--- src/rtl/mmio_bridge_pkg.sv ---
// Shared constants and helpers for the MMIO interrupt / export-state bridge.
package mmio_bridge_pkg;

   localparam int unsigned MAX_IRQ     = 32;
   localparam int unsigned MAX_STRETCH = 255;
   localparam int unsigned MIN_SYNC    = 2;

   // Width of a counter that must hold values 0..stretch inclusive.
   function automatic int unsigned cnt_width(input int unsigned stretch);
      return $clog2(stretch + 1);
   endfunction

endpackage

--- src/rtl/mmio_irq_chan.sv ---
// One interrupt channel: synchronizer, history flop, rising-edge detect,
// pulse-stretch counter and registered output, selectable level/edge mode.
module mmio_irq_chan
   import mmio_bridge_pkg::*;
#(
   parameter int unsigned SYNC_STAGES = 2,
   parameter int unsigned STRETCH     = 4
) (
   input  logic clk,
   input  logic rst_n,
   input  logic irq_in,
   input  logic edge_mode,
   output logic irq_out
);

   localparam int unsigned CW = cnt_width(STRETCH);

   logic [SYNC_STAGES-1:0] sync_q;
   logic                   hist_q;
   logic [CW-1:0]          cnt_q;
   logic [CW-1:0]          cnt_d;
   logic                   out_d;
   logic                   s;
   logic                   rise;

   assign s    = sync_q[SYNC_STAGES-1];
   assign rise = s & ~hist_q;

   // Level mode follows s with the counter parked; edge mode loads/reloads on a rise
   // and keeps the output high until the count runs out.
   always_comb begin
      cnt_d = '0;
      out_d = s;
      if (edge_mode) begin
         if (rise) begin
            cnt_d = CW'(STRETCH);
            out_d = 1'b1;
         end else if (cnt_q != '0) begin
            cnt_d = cnt_q - CW'(1);
            out_d = (cnt_q > CW'(1));
         end else begin
            out_d = 1'b0;
         end
      end
   end

   always_ff @(posedge clk or negedge rst_n) begin
      if (!rst_n) begin
         sync_q  <= '0;
         hist_q  <= 1'b0;
         cnt_q   <= '0;
         irq_out <= 1'b0;
      end else begin
         sync_q  <= {sync_q[SYNC_STAGES-2:0], irq_in};
         hist_q  <= s;
         cnt_q   <= cnt_d;
         irq_out <= out_d;
      end
   end

endmodule

--- src/rtl/mmio_irq_bridge.sv ---
// Bridges asynchronous MMIO interrupt lines into BInterrupt and registers the
// TIE export-state bus with a changed-bit mask reported via valid/ack.
module mmio_irq_bridge
   import mmio_bridge_pkg::*;
#(
   parameter int unsigned NUM_IRQ     = 8,
   parameter int unsigned EXP_W       = 32,
   parameter int unsigned SYNC_STAGES = 2,
   parameter int unsigned STRETCH     = 4
) (
   input  logic               CLK,
   input  logic               BResetN,
   input  logic [NUM_IRQ-1:0] mmio_BInterrupt,
   input  logic [NUM_IRQ-1:0] cfg_edge_mode,
   output logic [NUM_IRQ-1:0] BInterrupt,
   input  logic [EXP_W-1:0]   TIE_EXPSTATE,
   output logic [EXP_W-1:0]   EXPSTATE,
   output logic [EXP_W-1:0]   expstate_chg,
   output logic               expstate_valid,
   input  logic               expstate_ack
);

   if (NUM_IRQ < 1 || NUM_IRQ > MAX_IRQ) begin : g_bad_num_irq
      $error("mmio_irq_bridge: NUM_IRQ must be within 1..%0d", MAX_IRQ);
   end
   if (STRETCH < 1 || STRETCH > MAX_STRETCH) begin : g_bad_stretch
      $error("mmio_irq_bridge: STRETCH must be within 1..%0d", MAX_STRETCH);
   end
   if (SYNC_STAGES < MIN_SYNC) begin : g_bad_sync
      $error("mmio_irq_bridge: SYNC_STAGES must be at least %0d", MIN_SYNC);
   end
   if (EXP_W < 1) begin : g_bad_exp_w
      $error("mmio_irq_bridge: EXP_W must be at least 1");
   end

   for (genvar i = 0; i < NUM_IRQ; i++) begin : g_chan
      mmio_irq_chan #(
         .SYNC_STAGES (SYNC_STAGES),
         .STRETCH     (STRETCH)
      ) u_chan (
         .clk       (CLK),
         .rst_n     (BResetN),
         .irq_in    (mmio_BInterrupt[i]),
         .edge_mode (cfg_edge_mode[i]),
         .irq_out   (BInterrupt[i])
      );
   end

   logic [EXP_W-1:0] diff;
   logic [EXP_W-1:0] chg_d;
   logic             valid_d;

   assign diff = TIE_EXPSTATE ^ EXPSTATE;

   // A fresh change always wins over an ack landing in the same cycle.
   always_comb begin
      chg_d   = expstate_chg;
      valid_d = expstate_valid;
      if (diff != '0) begin
         chg_d   = expstate_ack ? diff : (expstate_chg | diff);
         valid_d = 1'b1;
      end else if (expstate_ack && expstate_valid) begin
         chg_d   = '0;
         valid_d = 1'b0;
      end
   end

   always_ff @(posedge CLK or negedge BResetN) begin
      if (!BResetN) begin
         EXPSTATE       <= '0;
         expstate_chg   <= '0;
         expstate_valid <= 1'b0;
      end else begin
         EXPSTATE       <= TIE_EXPSTATE;
         expstate_chg   <= chg_d;
         expstate_valid <= valid_d;
      end
   end

endmodule

--- config.mk ---
export PLATFORM = sky130hd
export DESIGN_NAME = mmio_irq_bridge
export DESIGN_NICKNAME = d
export VERILOG_FILES = /design/src/rtl/mmio_bridge_pkg.sv /design/src/rtl/mmio_irq_chan.sv /design/src/rtl/mmio_irq_bridge.sv
export SDC_FILE = /design/constraint.sdc
export NUM_CORES = 1
export LEC_CHECK = 0
export CORE_MARGIN = 2
export CORE_UTILIZATION = 55
export CTS_CLUSTER_SIZE = 30
export DETAILED_ROUTE_END_ITERATION = 8
export DONT_BUFFER_PORTS = 1
export MAX_ROUTING_LAYER = met4
export PLACE_DENSITY = 0.75
export SLEW_MARGIN = 20
export SYNTH_ARGS = -nofsm -noshare
export SYNTH_HDL_FRONTEND = slang
export SYNTH_SLANG_ARGS = --single-unit
--- constraint.sdc ---
create_clock -name CLK -period 2.45 [get_ports CLK]
set_clock_uncertainty 0.2 [all_clocks]
set_input_delay 0.49 -clock CLK [delete_from_list [all_inputs] [get_ports CLK]]
set_output_delay 0.49 -clock CLK [all_outputs]
set_load 0.005 [all_outputs]
==> results.cfg <==
[run_status]
status = finished, violations left
violations = negative hold slack

[synth]
synthFlopType = dfrtp_1
yosys_warnings = 0
synth_seq_cells = 121
seq_area_frac_synth_pct = 66.8
ys_types = 18
async_flop_share_pct = 100
synth_edf_count = 0
syn_inst = 354
synth_nets = 405
netlist_area_sq_mm = 0.00453
avgSynthCellArea_sq_um = 12.8

[sta]
timing.final.crit_share_pct = 94.7
worst_pin_slew_ns = 0.408
drv_slew = 0
timing.fmax_mhz = 431
finalHoldViolCount = 121
relSlewSlack_pct = 72.8
fin_setup_tns_ns = 0
finalSetupViolCount = 0
period_needed_ns = 2.32
hold_ws_ns = -0.513
rsz0062_at_grt = no

[setup_path]
critPathSlowestCell = dlygate4sd3_1
end_kind = flip-flop
path_cells = dlygate4sd3_1 -> xnor2_2 -> nand4_1 -> nor4_4 -> a31oi_4 -> buf_4 -> o21ai_0
rrSetupSlack_ns = 0.27
cp_top_family = buffers and inverters
crit_buf_inv = 2
max_stage_delay_ns = 0.60
critPathArrivalTime_ns = 2.52
worst_ep_required_time_ns = 2.65
crit_type = in2reg
worstPathMaxFanout = 24
crit_path_start_kind = input pin

[clock_network]
numCtsBuffers = 17
hold_buffers = 49
clock_latency_ns = 0.49
cts_max_path_buffers = 2
clk_pin_slew_ns = 0.06
h-tree-depth = 4
clkSinkCount = 121
cts_repair_resize_count = 0
cts_tree = done
cts_root_buf = clkbuf_8

[hold_path]
hp-class = in2async

[die]
die_h_microns = 94.8
initial_core_util_pct = 56.0
coreArea_sq_mm = 0.00809
die_area_sq_mm = 0.00898
rows = 33
ios = 124
die_w_microns = 94.8

[place]
dpl.hpwl_microns = 5410
dp_cells = 450
port_buffers = 0
globalplace.congestion = 0.742

[power]
p_per_area_mw_per_mm2 = 840
p_leak_nw = 2.55
irDropWorstVdd_mv = 0.470

[cells_and_area]
finalNetCount = 464
final_cells = 529
area_delta_synth_final_pct = 23.2
diodes = 0
final_layout_size_suffix_gt1_share_pct = 17.2

[route]
antenna_left = 0
vias = 2666
drt_iter0_drc = 75
via_per_inst = 5.04
wl_microns = 8290
drc = 0
drtPass1Iterations = 4
wl_per_cell_microns = 15.7

[global_routing]
grtUsageTotal_pct = 20.8
grt_overflow = 0
grt_max_degree = 122
grt_first_pass_wirelength_microns = 13400
grt_use_met2_pct = 34.3
globalRoute.busiestLayer = met2
use_met3_pct = 8.30
use_met1_pct = 23.5
first_global_vias = 2755
antenna_found_initial = 0

[flow_run]
drv_cap = 0
-- report_power, final --
part	switching [W]	internal (W)	total (W)	leakage, nW
Combinational	0.000160	0.000165	0.000325	0.879
Clock	0.000794	0.00132	0.00212	0.241
Sequential	0.000113	0.00213	0.00225	1.43
-- cell type report --
cell class | instances | area (sq um)
timing repair buffer | 51 | 505
tap | 105 | 131
sequential | 121 | 3030
clock buffer | 22 | 433
clock inverter | 8 | 76.3
fill | 568 | 2510
inverter | 34 | 128
multi-input combinational | 188 | 1280
-- synthesized netlist by cell type (2+ instances only) --
library cell	instances	area (sq um)
a21boi_0	8	60.1
a21oi_1	8	40.0
buf_4	8	60.1
buf_6	3	33.8
dfrtp_1	121	3030
inv_1	34	128
nand2_1	48	180
nand2b_1	8	50.1
nand4_1	8	50.1
nor2_1	16	60.1
nor3_1	8	40.0
nor4_4	2	42.5
o21ai_0	18	90.1
o21ai_2	30	263
xnor2_1	19	166
xnor2_2	13	211
-- placed cells by master, fill, tap and decap left out, drive strengths merged --
master	n
bufinv	1
dfrtp	121
a31oi	1
a21boi	8
buf	2
clkbuf	22
nand2	48
dlygate4sd3	49
nor2	16
a21oi	8
clkinvlp	3
nor3	8
clkinv	4
inv	34
o21ai	48
nand2b	8
nor4	2
nand4	8
o211ai	1
xnor2	32
-- final timing paths --
| kind | start | end | cells past startpoint |
|---|---|---|---|
| hold reg to reg | g_chan[6].u_chan.sync_q[0] | g_chan[6].u_chan.sync_q[1] | 0 |
| max in group asynchronous | BResetN | expstate_chg[5] | 0 |
| hold / removal | BResetN | g_chan[1].u_chan.cnt_q[1] | 0 |
| setup reg to reg | EXPSTATE[8] | expstate_chg[0] | 6 |
| setup / recovery | TIE_EXPSTATE[8] | expstate_chg[0] | 7 |
| min in group CLK | g_chan[6].u_chan.sync_q[0] | g_chan[6].u_chan.sync_q[1] | 0 |
-- timing repair --
| action | CTS | global route |
|---|---|---|
| buffers inserted | 0 | 0 |
| hold endpoints to repair | 226 | 121 |
| endpoints found under the setup margin | 0 | 0 |
-- cell families (layout without fill, tap and decap cells) --
kind of cell	count (synthesis)	after routing	synth area share (%)
AOI/OAI and AO/OA	66	66	10.6
xor gates and xnor gates	32	32	8.34
buffers and inverters	45	115	4.89
and+or+nand+nor	90	90	9.33
DFF	121	121	66.8
-- state kept, by name (all words and copies together), names as in the netlist --
register               flops
expstate_chg              32
g_chan.u_chan.sync_q      16
expstate_valid             1
EXPSTATE                  32
g_chan.u_chan.irq_out      8
g_chan.u_chan.cnt_q       24
g_chan.u_chan.hist_q       8
-- through the flow --
stage | setup WS (ns) | power, W | area (sq um) | util (%)
4_1_cts | 0.182 | 0.00474 | 5580 | 69.0
5_1_grt | 0.0275 | 0.00491 | 5580 | 69.0
2_1_floorplan | 0.592 | 0.00247 | 4530 | -
3_5_place_dp | 0.280 | 0.00252 | 4580 | 56.6
3_3_place_gp | 0.280 | 0.00251 | 4580 | 56.6
6_report | 0.130 | 0.00469 | 5580 | 69.0
-- routing by layer --
| layer | vias up | share of wire, % |
|---|---|---|
| met4 | 0 | 0.63 |
| met2 | 107 | 52 |
| met5 | - | 0 |
| met3 | 6 | 7.0 |
| met1 | 1288 | 41 |
| li1 | 1265 | - |
-- worst reg2reg max path, stage by stage, from the launching register on --
cell and delay (ns):
dfrtp_1 0.43, xnor2_2 0.21, nand4_1 0.21, nor4_4 0.41
a31oi_4 0.13, buf_4 0.27, o21ai_0 0.22
No activity file was read; power rests on OpenSTA's default activity.
